==> config.mk <==
export PLATFORM = sky130hd
export DESIGN_NAME = tcpc_reset_ctrl
export DESIGN_NICKNAME = d
export VERILOG_FILES = /design/src/rtl/tcpc_reset_pkg.sv /design/src/rtl/tcpc_reset_port.sv /design/src/rtl/tcpc_reset_ctrl.sv
export SDC_FILE = /design/constraint.sdc
export NUM_CORES = 1
export LEC_CHECK = 0
export CAP_MARGIN = 5
export CORE_MARGIN = 1
export CORE_UTILIZATION = 40
export CTS_CLUSTER_SIZE = 40
export DETAILED_ROUTE_END_ITERATION = 10
export DONT_BUFFER_PORTS = 1
export GPL_ROUTABILITY_DRIVEN = 0
export GPL_TIMING_DRIVEN = 0
export REMOVE_ABC_BUFFERS = 1
export SLEW_MARGIN = 20
export SYNTH_ARGS = -nofsm -noshare
export SYNTH_HDL_FRONTEND = slang
export SYNTH_SLANG_ARGS = --single-unit
==> constraint.sdc <==
create_clock -name CLK -period 2.6 [get_ports CLK]
set_clock_uncertainty 0.1 [all_clocks]
set_input_delay 0.39 -clock CLK [delete_from_list [all_inputs] [get_ports CLK]]
set_output_delay 0.39 -clock CLK [all_outputs]
set_load 0.1 [all_outputs]
==> src/rtl/tcpc_reset_pkg.sv <==
// Shared types and constants for the Type-C reset controller.
// Latency: n/a (definitions only).
// Backpressure: n/a.
package tcpc_reset_pkg;

    typedef enum logic [2:0] {
        ST_IDLE,
        ST_SEND,
        ST_WAIT_ACK,
        ST_DONE,
        ST_FAIL
    } state_t;

    // TCPCI TRANSMIT type codes for reset signalling
    localparam logic [2:0] TX_HARD_RESET  = 3'b101;
    localparam logic [2:0] TX_CABLE_RESET = 3'b110;

    // ALERT register bit positions
    localparam int ALERT_RX_HARD_RESET = 3;
    localparam int ALERT_TX_FAILED     = 4;
    localparam int ALERT_TX_DISCARDED  = 5;
    localparam int ALERT_TX_SUCCESS    = 6;

    // Packs the TRANSMIT register byte: {2'b00, attempt, 1'b0, code}
    function automatic logic [7:0] tx_byte(input logic [1:0] attempt, input logic [2:0] code);
        return {2'b00, attempt, 1'b0, code};
    endfunction

endpackage

==> src/rtl/tcpc_reset_port.sv <==
// One port: reset-request FSM with ack timeout and retries, plus ALERT/RX_DETECT/RX_BYTE_COUNT.
// Latency: TRANSMIT valid the cycle after the request edge; ALERT updates one edge after DONE/FAIL.
// Backpressure: none; requests while busy are dropped and flagged as TxDiscarded.
module tcpc_reset_port
    import tcpc_reset_pkg::*;
#(
    parameter int RETRY_MAX      = 2,
    parameter int TIMEOUT_CYCLES = 16
) (
    input  logic        CLK,
    input  logic        reset,
    input  logic        hard_req,
    input  logic        cable_req,
    input  logic        phy_ack,
    input  logic        rx_hard_reset,
    input  logic [15:0] alert_clr,
    input  logic        rxdet_we,
    input  logic [7:0]  rxdet_wdata,
    input  logic        rxbc_we,
    input  logic [7:0]  rxbc_wdata,
    output logic [7:0]  transmit,
    output logic [15:0] alert,
    output logic [7:0]  rxdet,
    output logic [7:0]  rxbc,
    output logic        stop_pulse,
    output logic        busy
);

    localparam int TW = $clog2(TIMEOUT_CYCLES);

    state_t        state;
    state_t        state_nxt;
    logic [TW-1:0] timer;
    logic [1:0]    attempt;
    logic [2:0]    code;
    logic          req;
    logic          clr_rx;
    logic [15:0]   alert_set;

    assign req = hard_req | cable_req;

    // State register
    always_ff @(posedge CLK or negedge reset) begin
        if (!reset) begin
            state <= ST_IDLE;
        end else begin
            state <= state_nxt;
        end
    end

    // Next-state logic; a received Hard Reset overrides everything
    always_comb begin
        state_nxt = state;
        case (state)
            ST_IDLE:     if (req) state_nxt = ST_SEND;
            ST_SEND:     state_nxt = ST_WAIT_ACK;
            ST_WAIT_ACK: begin
                if (phy_ack) begin
                    state_nxt = ST_DONE;
                end else if (timer == '0) begin
                    state_nxt = (attempt == 2'(RETRY_MAX)) ? ST_FAIL : ST_SEND;
                end
            end
            ST_DONE:     state_nxt = ST_IDLE;
            ST_FAIL:     state_nxt = ST_IDLE;
            default:     state_nxt = ST_IDLE;
        endcase
        if (rx_hard_reset) state_nxt = ST_IDLE;
    end

    // Outputs and register side effects decoded from the current state
    always_comb begin
        busy       = (state != ST_IDLE);
        transmit   = ((state == ST_SEND) || (state == ST_WAIT_ACK)) ? tx_byte(attempt, code) : 8'h00;
        stop_pulse = (state == ST_FAIL) && !rx_hard_reset;
        clr_rx     = rx_hard_reset || ((state == ST_IDLE) && req);
        alert_set  = '0;
        if (rx_hard_reset) begin
            alert_set[ALERT_RX_HARD_RESET] = 1'b1;
            if (state != ST_IDLE) alert_set[ALERT_TX_DISCARDED] = 1'b1;
        end
        // dropped request: port busy, line reset in progress, or cable losing to hard
        if (req && ((state != ST_IDLE) || rx_hard_reset)) alert_set[ALERT_TX_DISCARDED] = 1'b1;
        if (hard_req && cable_req) alert_set[ALERT_TX_DISCARDED] = 1'b1;
        if ((state == ST_DONE) && !rx_hard_reset) alert_set[ALERT_TX_SUCCESS] = 1'b1;
        if ((state == ST_FAIL) && !rx_hard_reset) alert_set[ALERT_TX_FAILED] = 1'b1;
    end

    // Datapath: code/attempt latch, ack timer, host-visible registers
    always_ff @(posedge CLK or negedge reset) begin
        if (!reset) begin
            timer   <= '0;
            attempt <= '0;
            code    <= '0;
            alert   <= '0;
            rxdet   <= '0;
            rxbc    <= '0;
        end else begin
            // sets win over write-1-to-clear on the same bit
            alert <= (alert & ~alert_clr) | alert_set;
            if (clr_rx)        rxdet <= '0;
            else if (rxdet_we) rxdet <= rxdet_wdata;
            if (clr_rx)        rxbc  <= '0;
            else if (rxbc_we)  rxbc  <= rxbc_wdata;
            case (state)
                ST_IDLE: begin
                    if (req) begin
                        code    <= hard_req ? TX_HARD_RESET : TX_CABLE_RESET;
                        attempt <= '0;
                    end
                end
                ST_SEND: timer <= TW'(TIMEOUT_CYCLES - 1);
                ST_WAIT_ACK: begin
                    if (!phy_ack) begin
                        if (timer != '0)                     timer   <= timer - 1'b1;
                        else if (attempt != 2'(RETRY_MAX))   attempt <= attempt + 1'b1;
                    end
                end
                default: ;
            endcase
        end
    end

endmodule

==> src/rtl/tcpc_reset_ctrl.sv <==
// Multi-port Type-C reset controller: one independent reset FSM per port.
// Latency: per port, TRANSMIT valid the cycle after the request edge.
// Backpressure: none; each port drops requests while busy and flags them in ALERT.
module tcpc_reset_ctrl #(
    parameter int NUM_PORTS      = 2,
    parameter int RETRY_MAX      = 2,
    parameter int TIMEOUT_CYCLES = 16
) (
    input  logic                    CLK,
    input  logic                    reset,
    input  logic [NUM_PORTS-1:0]    hardReset,
    input  logic [NUM_PORTS-1:0]    cableReset,
    input  logic [NUM_PORTS-1:0]    phy_ack,
    input  logic [NUM_PORTS-1:0]    rx_hard_reset,
    input  logic [16*NUM_PORTS-1:0] alert_clr,
    input  logic [NUM_PORTS-1:0]    rxdet_we,
    input  logic [8*NUM_PORTS-1:0]  rxdet_wdata,
    input  logic [NUM_PORTS-1:0]    rxbc_we,
    input  logic [8*NUM_PORTS-1:0]  rxbc_wdata,
    output logic [8*NUM_PORTS-1:0]  TRANSMIT,
    output logic [16*NUM_PORTS-1:0] ALERT,
    output logic [8*NUM_PORTS-1:0]  RECEIVE_DETECT,
    output logic [8*NUM_PORTS-1:0]  RECEIVE_BYTE_COUNT,
    output logic [NUM_PORTS-1:0]    PHY_Stop_Attempting_Reset,
    output logic [NUM_PORTS-1:0]    busy
);

    // One port instance per slice of the packed vectors
    for (genvar p = 0; p < NUM_PORTS; p++) begin : g_port
        tcpc_reset_port #(
            .RETRY_MAX      (RETRY_MAX),
            .TIMEOUT_CYCLES (TIMEOUT_CYCLES)
        ) u_port (
            .CLK           (CLK),
            .reset         (reset),
            .hard_req      (hardReset[p]),
            .cable_req     (cableReset[p]),
            .phy_ack       (phy_ack[p]),
            .rx_hard_reset (rx_hard_reset[p]),
            .alert_clr     (alert_clr[16*p +: 16]),
            .rxdet_we      (rxdet_we[p]),
            .rxdet_wdata   (rxdet_wdata[8*p +: 8]),
            .rxbc_we       (rxbc_we[p]),
            .rxbc_wdata    (rxbc_wdata[8*p +: 8]),
            .transmit      (TRANSMIT[8*p +: 8]),
            .alert         (ALERT[16*p +: 16]),
            .rxdet         (RECEIVE_DETECT[8*p +: 8]),
            .rxbc          (RECEIVE_BYTE_COUNT[8*p +: 8]),
            .stop_pulse    (PHY_Stop_Attempting_Reset[p]),
            .busy          (busy[p])
        );
    end

endmodule
==> run_results.csv, run 1 <==
group,metric,value,unit
outcome,status,"completed",
die,die_area,10100,µm²
synth,syn_area_per_cell,11.2,µm²
power_and_ir_drop,power_density,719,nW/µm²
finish,layout-drive-gt1-share,0.113,
timing,hold_slack,0.0220,ns
power_and_ir_drop,p_clk_frac,0.302,
detailed_routing,first_pass_iters,4,
power_and_ir_drop,p_total,3.29,mW
timing,slew_headroom,0.290,
detailed_routing,viasPerCell,5.25,
timing,setup_ws,0.233,ns
hold_path,holdPathStages,1,
power_and_ir_drop,power.switching,1.24,mW
synth,syn_area,3880,µm²
place,io_buffers,0,
die,dieWidth,100,µm
detailed_routing,antenna_left,0,
power_and_ir_drop,leakage,2.15,nW
clock_network,cts.sinks,88,
timing,max_freq,0.422,GHz
place,hpwlAfterDp,5430,µm
die,start_util,0.416,
global_routing,grt_max_degree,89,
worst_setup_path,cp_num_buf_inv,1,
die,coreArea,9330,µm²
detailed_routing,wirelength,8170,µm
detailed_routing,drc,0,
worst_setup_path,cpLargestDelayFamily,"buffers and inverters",
worst_setup_path,worst_ep_arrival_time,2.48,ns
global_routing,grt_pass1_vias,2599,
global_routing,grt_pass1_wl,12500,µm
timing,final_max_slew_viol_count,0,
power_and_ir_drop,max-vdd-ir-drop,0.327,mV
finish,multi_input_area,1510,µm²
timing,period_share,0.910,
finish,fill_cells,828,
finish,finalNetCount,456,
worst_setup_path,cp_num_cells,4,
clock_network,numCtsBuffers,9,
clock_network,clockBufferDepth,2,
clock_network,insertion_delay,0.35,ns
power_and_ir_drop,switching_share,0.375,
finish,syn2layout_area_growth,18.2,%
worst_setup_path,cp.required,2.71,ns
worst_setup_path,worst-setup-path-type,"reg2reg",
global_routing,overflow,0,
timing,rsz0062_at_grt,"false",
worst_setup_path,crit_slowest_cell,"inv_1",
synth,synth-async-reset-ratio,1.00,
clock_network,cts_root_buf,"clkbuf_8",
finish,final-seq-area,2200,µm²
synth,synth_edf_count,0,
timing,worstMarginPinSlew,1.06,ns
power_and_ir_drop,p_int,2.06,mW
timing,final-setup-viol-count,0,
worst_setup_path,crit_fanout,16,
timing,min_period,2.37,ns
finish,diodes,0,
synth,ys_warn_count,0,
synth,synth_seq_area_share,0.568,
global_routing,grtUsageTotal,0.160,
die,rows,35,
clock_network,cts.reportedPaths.clkPinSlew,0.09,ns
worst_setup_path,path_cells,"nor3_2, inv_1, o21ai_4, nor2_1",
clock_network,cts_tree,"built",
worst_setup_path,start_kind,"flop",
worst_setup_path,critPathMaxStageDelay,0.58,ns
hold_path,hold_path_class,"in2reg",
worst_setup_path,worstSetupEndpointType,"flop",
synth,synth_cell_type_count,58,
detailed_routing,drt_first_iter_violations,37,
die,die_h,100,µm
place,post-place-ws,0.0736,ns
clock_network,cts-htree-levels,3,
detailed_routing,dr_total_vias,2668,
worst_setup_path,reg2reg_depth,4,
synth,yosys_register_bits,88,
detailed_routing,post_drt_wl_per_cell,16.1,µm
synth,yosys_most_used_dff,"dfrtp_1",
flow_run,drv_cap,0,
timing,finalSetupTns,0,ns
die,io-pin-count,162,
power_and_ir_drop,power_frac_seq,0.531,
global_routing,antenna_found_initial,0,
power_and_ir_drop,pwr-share-comb,0.167,
timing,hold_viol_final,0,
synth,netlist_instances,346,
==> repair_timing <==
item	CTS	global route
endpoints found under the setup margin	9	31
resized for setup	9	3
hold buffers	31	2
hold endpoints to repair	118	2
setup buffers	0	0
==> cells by family (layout without fill, tap and decap cells) <==
| logic type | Yosys count | in the layout | share of synthesized area |
|---|---|---|---|
| and+or+nand+nor | 113 | 113 | 0.167 |
| DFF | 88 | 88 | 0.568 |
| AOI/OAI and AO/OA | 56 | 56 | 0.100 |
| buffers and inverters | 49 | 77 | 0.0603 |
| muxes | 33 | 33 | 0.0865 |
| adders and majority gates | 4 | 4 | 0.0129 |
| xor gates and xnor gates | 2 | 2 | 0.00452 |
| other | 1 | 6 | 0.000967 |
==> synth_stat cells, drive strengths merged (5+ instances only) <==
library cell / number / share of area
clkbuf: 6 / 0.0058
nor2: 39 / 0.038
nor4: 5 / 0.0081
dfrtp: 88 / 0.57
nor2b: 29 / 0.047
mux2i: 32 / 0.083
a21oi: 9 / 0.012
and3: 5 / 0.0081
inv: 25 / 0.024
a21o: 5 / 0.0097
nor3: 8 / 0.012
o21ai: 13 / 0.018
buf: 18 / 0.030
==> path summary, 6_finish.rpt <==
kind	from	endpoint	slack [ns]
worst min-delay path	hardReset[1]	g_port[1].u_port.code[1]	0.02
worst max-delay path	g_port[1].u_port.state[1]	g_port[1].u_port.rxdet[2]	0.23
worst min register to register	g_port[0].u_port.code[2]	g_port[0].u_port.code[2]	0.38
max in group asynchronous	reset	g_port[0].u_port.alert[4]	1.53
worst max register to register	g_port[1].u_port.state[1]	g_port[1].u_port.rxdet[2]	0.23
min in group asynchronous	reset	g_port[0].u_port.alert[1]	0.48
==> stage by stage <==
| stage | cells | utilization | instance area (µm²) |
|---|---|---|---|
| after floorplan | 327 | - | 3760 |
| after global placement | 456 | 0.420 | 3920 |
| after detailed placement | 459 | 0.428 | 3990 |
| after CTS | 506 | 0.487 | 4540 |
| after global routing | 508 | 0.491 | 4580 |
| final | 508 | 0.491 | 4580 |
==> layout by cell type, fill, tap and decap left out, types with 3 or more instances in the layout <==
| cell | instances |
|---|---|
| dfrtp_1 | 88 |
| nor2_1 | 39 |
| mux2i_1 | 32 |
| dlygate4sd3_1 | 32 |
| nor2b_1 | 29 |
| inv_1 | 24 |
| o21ai_0 | 11 |
| a21oi_1 | 9 |
| clkbuf_8 | 9 |
| nor3_1 | 6 |
| conb_1 | 6 |
| and3_2 | 5 |
| a21o_1 | 5 |
| and2_2 | 4 |
| nor4_1 | 4 |
| a31oi_1 | 4 |
| ha_1 | 4 |
| or3b_2 | 3 |
| or4_1 | 3 |
| a22o_1 | 3 |
| o22a_1 | 3 |
| inv_6 | 3 |
==> layout make-up <==
cell class | count | area share
Sequential cell | 88 | 0.481
Multi-Input combinational cell | 214 | 0.330
Timing Repair Buffer | 36 | 0.0885
Tap cell | 129 | 0.0352
Clock buffer | 9 | 0.0270
Inverter | 25 | 0.0205
Clock inverter | 7 | 0.0183
==> state kept, by name (all words and copies together), names as in the netlist <==
name and cells:
g_port.u_port.rxdet 16, g_port.u_port.rxbc 16, g_port.u_port.timer 8, g_port.u_port.code 6, g_port.u_port.alert 32, g_port.u_port.attempt 4, g_port.u_port.state 6
==> metal layers <==
layer	track usage	routed length, µm	vias to the layer above
met4	0.0725	140	0
li1	-	-	1229
met1	0.196	3550	1298
met3	0.0437	614	11
met5	0	0	-
met2	0.264	3870	130
==> power by group through the flow <==
stage,logic [mW],clock network (mW),registers [mW]
detailed placement,0.470,0,1.78
floorplan,0.422,0,1.76
global placement,0.461,0,1.77
finish,0.549,0.995,1.75
CTS,0.545,1.04,1.75
global route,0.589,1.08,1.76
Power figures use the tool's default switching activity.
==> inputs of run 2 (changes only) <==
--- a/config.mk
+++ b/config.mk
@@ -7,12 +7,12 @@
 export LEC_CHECK = 0
 export CAP_MARGIN = 5
 export CORE_MARGIN = 1
-export CORE_UTILIZATION = 40
+export CORE_UTILIZATION = 35
 export CTS_CLUSTER_SIZE = 40
 export DETAILED_ROUTE_END_ITERATION = 10
 export DONT_BUFFER_PORTS = 1
 export GPL_ROUTABILITY_DRIVEN = 0
-export GPL_TIMING_DRIVEN = 0
+export GPL_TIMING_DRIVEN = 1
 export REMOVE_ABC_BUFFERS = 1
 export SLEW_MARGIN = 20
 export SYNTH_ARGS = -nofsm -noshare
==> run_results.csv, run 2 (same netlist as run 1, synthesis figures left out) <==
group,metric,value,unit
place,hpwlAfterDp,5670,µm
worst_setup_path,path_cells,"nor3_1, inv_2, buf_4",
worst_setup_path,worst-setup-path-type,"reg2out",
worst_setup_path,crit_slowest_cell,"dfrtp_1",
die,dieWidth,107,µm
worst_setup_path,crit_fanout,13,
worst_setup_path,worst_ep_arrival_time,1.83,ns
detailed_routing,post_drt_wl_per_cell,15.4,µm
clock_network,cts-htree-levels,3,
detailed_routing,dr_total_vias,2681,
finish,mostFrequentLayoutCell,"dfrtp_1",
clock_network,insertion_delay,0.37,ns
finish,reg_top3,"g_port.u_port.alert (32), g_port.u_port.rxbc (16), g_port.u_port.rxdet (16)",
die,rows,38,
worst_setup_path,r2r-end,"g_port[0].u_port.attempt[0]",
finish,layout_common_cells,"dfrtp_1 (88), nor2_1 (39), dlygate4sd3_1 (34)",
timing,setup_ws,0.281,ns
timing,rsz0062_at_grt,"false",
finish,syn2layout_area_growth,21.7,%
power_and_ir_drop,leakage,2.24,nW
finish,utilization,0.437,
hold_path,hold_path_end,"g_port[1].u_port.code[0]",
clock_network,cts.sinks,88,
power_and_ir_drop,power_density,716,nW/µm²
die,coreArea,10800,µm²
detailed_routing,viasPerCell,5.01,
global_routing,grt_pass1_wl,12700,µm
timing,slew_headroom,0.379,
finish,largest_reg_flops,32,
die,start_util,0.359,
flow_run,drv_cap,0,
die,io-pin-count,162,
timing,period_share,0.892,
hold_path,holdPathStages,1,
clock_network,clockBufferDepth,2,
timing,final_max_slew_viol_count,0,
clock_network,cts_tree,"built",
timing,final-setup-viol-count,0,
detailed_routing,wirelength,8220,µm
finish,regMostFlops,"g_port.u_port.alert",
clock_network,cts.reportedPaths.clkPinSlew,0.09,ns
place,io_buffers,0,
worst_setup_path,start_kind,"flop",
worst_setup_path,cp.required,2.11,ns
worst_setup_path,r2r_slack,0.55,ns
timing,min_period,2.32,ns
global_routing,grt_max_degree,89,
global_routing,antenna_found_initial,0,
timing,finalSetupTns,0,ns
clock_network,numCtsBuffers,9,
worst_setup_path,worstSetupEndpointType,"output pin",
timing,max_freq,0.431,GHz
die,die_h,107,µm
place,post-place-ws,0.566,ns
worst_setup_path,critPathMaxStageDelay,0.53,ns
global_routing,grtUsageTotal,0.147,
power_and_ir_drop,max-vdd-ir-drop,0.386,mV
finish,diodes,0,
worst_setup_path,r2r-start,"g_port[0].u_port.timer[0]",
hold_path,hp-start,"hardReset[1]",
clock_network,cts_root_buf,"clkbuf_8",
detailed_routing,drt_first_iter_violations,86,
detailed_routing,antenna_left,0,
global_routing,overflow,0,
timing,hold_viol_final,0,
outcome,status,"completed",
detailed_routing,drc,0,
detailed_routing,first_pass_iters,4,
die,die_area,11500,µm²
finish,layout-drive-gt1-share,0.119,
global_routing,grt_pass1_vias,2642,
worst_setup_path,reg2reg_depth,5,
timing,worstMarginPinSlew,0.932,ns
hold_path,hold_path_class,"in2reg",
finish,finalNetCount,472,
==> run 2: changes by cell type in the layout (fill, tap and decap cells not counted), moves of 2 or more <==
cell / before / now
and2_1: 0 / 4
and2_2: 4 / 0
and3_1: 0 / 5
and3_2: 5 / 0
buf_4: 0 / 14
buf_8: 2 / 0
clkbuf_16: 0 / 3
clkinv_2: 0 / 3
dlygate4sd3_1: 32 / 34
inv_6: 3 / 0
==> run 2: power breakdown <==
group          switching [mW]  internal, mW  total [mW]
Sequential              0.313          1.43        1.74
Combinational           0.395         0.193       0.588
Clock                   0.484         0.562        1.05
Total                    1.19          2.19        3.38
==> run 2: stage by stage <==
| step | total power, mW | hold WS (ns) | cells | area [µm²] |
|---|---|---|---|---|
| after floorplan | 2.18 | -0.00559 | 327 | 3760 |
| after global placement | 2.28 | -0.00333 | 484 | 4130 |
| after CTS | 3.43 | 0.0333 | 535 | 4720 |
| after global routing | 3.53 | 0.0461 | 535 | 4720 |
| after detailed placement | 2.29 | -0.00321 | 484 | 4130 |
| final | 3.38 | 0.0592 | 535 | 4720 |
==> run 2: worst max path at each step <==
| stage | start | endpoint | slack (ns) | cells after the start |
|---|---|---|---|---|
| 2_1_floorplan | g_port[0].u_port.state[1] | PHY_Stop_Attempting_Reset[0] | -1.63 | 1 |
| 3_3_place_gp | g_port[0].u_port.timer[0] | g_port[0].u_port.attempt[0] | 0.61 | 5 |
| 3_5_place_dp | g_port[0].u_port.timer[0] | g_port[0].u_port.attempt[0] | 0.57 | 5 |
| 4_1_cts | g_port[0].u_port.state[2] | busy[0] | 0.24 | 3 |
| 5_1_grt | g_port[0].u_port.state[2] | busy[0] | 0.09 | 3 |
| 6_report | g_port[0].u_port.state[2] | busy[0] | 0.28 | 3 |
==> run 2: timing repair <==
item	4_1_cts	5_1_grt
hold buffers	35	0
hold endpoints to repair	123	0
buffers inserted	0	0
gates resized for setup	0	0
==> run 2: cell type report <==
cell class | instances | area, µm²
inverters | 25 | 93.8
well taps | 140 | 175
multi-input cells | 214 | 1480
fillers | 1029 | 6080
clock inverters | 6 | 82.6
flip-flops and latches | 88 | 2200
repair buffers | 52 | 548
clock buffers | 10 | 138
==> run 2: worst max-delay path: cells and delay by family, from the launching register on <==
kind	cells	cell delay, ns
buf+inv	2	0.42
flops	1	0.53
simple gates	1	0.52
==> run 2: routing by layer <==
metal	global-route usage	part of all wire	vias up
met2	0.231	0.47	103
li1	-	-	1260
met1	0.173	0.43	1303
met3	0.0502	0.075	15
met4	0.0890	0.027	0
met5	0	0	-
==> inputs of run 3 (changes only) <==
--- a/config.mk
+++ b/config.mk
@@ -6,6 +6,7 @@
 export NUM_CORES = 1
 export LEC_CHECK = 0
 export CAP_MARGIN = 5
+export CORE_ASPECT_RATIO = 0.8
 export CORE_MARGIN = 1
 export CORE_UTILIZATION = 35
 export CTS_CLUSTER_SIZE = 40
@@ -14,6 +15,7 @@
 export GPL_ROUTABILITY_DRIVEN = 0
 export GPL_TIMING_DRIVEN = 1
 export REMOVE_ABC_BUFFERS = 1
+export SKIP_LAST_GASP = 1
 export SLEW_MARGIN = 20
 export SYNTH_ARGS = -nofsm -noshare
 export SYNTH_HDL_FRONTEND = slang
==> run_results.csv, run 3 (same netlist as run 1, synthesis figures left out) <==
group,metric,value,unit
worst_setup_path,crit_slowest_cell,"xor2_1",
detailed_routing,dr_total_vias,2537,
die,io-pin-count,162,
finish,layout_common_cells,"dfrtp_1 (88), nor2_1 (39), mux2i_1 (32)",
finish,fill_cells,962,
worst_setup_path,critPathMaxStageDelay,0.54,ns
detailed_routing,viasPerCell,5.05,
detailed_routing,drc,0,
timing,slew_headroom,0.391,
place,io_buffers,0,
clock_network,insertion_delay,0.33,ns
worst_setup_path,cp.required,2.11,ns
finish,largest_reg_flops,32,
timing,hold_viol_final,0,
hold_path,hold_path_class,"in2reg",
finish,diodes,0,
worst_setup_path,start_kind,"flop",
worst_setup_path,reg2reg_depth,4,
power_and_ir_drop,max-vdd-ir-drop,0.293,mV
clock_network,cts_root_buf,"clkbuf_16",
timing,period_share,0.928,
global_routing,antenna_found_initial,0,
outcome,status,"completed",
global_routing,overflow,0,
place,post-place-ws,0.453,ns
clock_network,cts-resized-gates,0,
worst_setup_path,crit_fanout,9,
timing,hold_slack,0.0131,ns
clock_network,cts.reportedPaths.clkPinSlew,0.06,ns
hold_path,hold_path_end,"g_port[1].u_port.alert[11]",
place,hpwlAfterDp,5560,µm
finish,finalNetCount,441,
clock_network,numCtsBuffers,9,
global_routing,gr-max-usage-layer,"met2",
finish,reg_top3,"g_port.u_port.alert (32), g_port.u_port.rxbc (16), g_port.u_port.rxdet (16)",
clock_network,cts_setup_buffers,0,
global_routing,grtUsageMet3,0.0509,
power_and_ir_drop,leakage,2.13,nW
timing,setup_ws,0.188,ns
clock_network,clockBufferDepth,2,
die,start_util,0.370,
hold_path,holdPathStages,1,
flow_run,drv_cap,0,
detailed_routing,wirelength,7810,µm
worst_setup_path,worst_ep_arrival_time,1.92,ns
worst_setup_path,worstSetupEndpointType,"output pin",
finish,regMostFlops,"g_port.u_port.alert",
worst_setup_path,r2r-start,"g_port[0].u_port.state[2]",
clock_network,cts_tree,"built",
timing,min_period,2.41,ns
finish,mostFrequentLayoutCell,"dfrtp_1",
die,dieWidth,120,µm
clock_network,cts.sinks,88,
worst_setup_path,cp_num_buf_inv,1,
global_routing,grt_pass1_wl,12100,µm
worst_setup_path,r2r-end,"g_port[0].u_port.rxbc[7]",
power_and_ir_drop,power_density,768,nW/µm²
finish,layout-drive-gt1-share,0.116,
timing,final-setup-viol-count,0,
global_routing,grt_pass1_vias,2431,
detailed_routing,antenna_left,0,
die,rows,33,
timing,max_freq,0.415,GHz
clock_network,hold_buffers,2,
global_routing,grtUsageTotal,0.136,
place,placed_cells,482,
global_routing,grt_max_degree,89,
die,die_h,96.1,µm
detailed_routing,drt_first_iter_violations,130,
timing,rsz0062_at_grt,"false",
clock_network,cts-htree-levels,3,
finish,final_cells,502,
detailed_routing,first_pass_iters,4,
hold_path,hp-start,"alert_clr[27]",
worst_setup_path,path_cells,"xor2_1, and3_1, buf_4",
die,die_area,11500,µm²
worst_setup_path,r2r_slack,0.47,ns
timing,worstMarginPinSlew,0.913,ns
worst_setup_path,worst-setup-path-type,"reg2out",
timing,final_max_slew_viol_count,0,
finish,syn2layout_area_growth,14.7,%
die,coreArea,10500,µm²
global_routing,use_met2,0.204,
detailed_routing,post_drt_wl_per_cell,15.6,µm
worst_setup_path,cpLargestDelayFamily,"XOR/XNOR gates",
global_routing,met1_usage,0.176,
## run 3: cell count changes in the layout (fill, tap and decap cells not counted), sizes merged
cell         before  now
dlygate4sd3      34    5
bufinv            2    0
clkinvlp          1    0
clkinv            3    4
clkbuf           13   11
## run 3: metal layers
layer | part of all wire | up-vias
met3 | 0.077 | 9
met5 | 0 | -
met4 | 0.018 | 0
met1 | 0.45 | 1215
li1 | - | 1202
met2 | 0.45 | 111
## run 3: worst max-delay path by stage
stage                              startpoint                           end  slack, ns  cells after the start
floorplan           g_port[0].u_port.state[1]  PHY_Stop_Attempting_Reset[0]      -1.63                      1
global placement    g_port[0].u_port.timer[0]   g_port[0].u_port.attempt[0]       0.58                      5
detailed placement  g_port[0].u_port.state[2]     g_port[0].u_port.rxdet[7]       0.45                      4
CTS                 g_port[1].u_port.state[0]                   TRANSMIT[8]       0.19                      3
global route        g_port[1].u_port.state[0]                   TRANSMIT[8]       0.08                      3
finish              g_port[1].u_port.state[0]                   TRANSMIT[8]       0.19                      3
## run 3: power by group
| group | total (mW) | switching (mW) | internal, mW | leakage (nW) |
|---|---|---|---|---|
| Sequential | 1.75 | 0.315 | 1.43 | 1.14 |
| Combinational | 0.543 | 0.386 | 0.157 | 0.858 |
| Clock | 1.12 | 0.491 | 0.633 | 0.128 |
## run 3: cell type report
cell class / instances / area (µm²) / area share
clock inverter: 4 / 23.8 / 0.00534
multi-input combinational: 214 / 1480 / 0.332
inverter: 25 / 93.8 / 0.0211
clock buffer: 10 / 229 / 0.0515
timing repair buffer: 21 / 248 / 0.0557
tap: 140 / 175 / 0.0394
sequential: 88 / 2200 / 0.495
## run 3: worst reg2reg max path: cells and delay by family, from the launching register on
kind	cells	cell delay, ns
flops	1	0.51
compound gates	1	0.58
buf+inv	1	0.11
simple gates	2	0.68
## run 3: through the flow
| stage | utilization | area (µm²) | setup TNS [ns] | total power [mW] |
|---|---|---|---|---|
| 5_1_grt | 0.424 | 4450 | 0 | 3.57 |
| 4_1_cts | 0.420 | 4410 | 0 | 3.46 |
| 3_5_place_dp | 0.393 | 4120 | 0 | 2.28 |
| 6_report | 0.424 | 4450 | 0 | 3.42 |
| 3_3_place_gp | 0.393 | 4120 | 0 | 2.27 |
| 2_1_floorplan | - | 3760 | -6.29 | 2.18 |
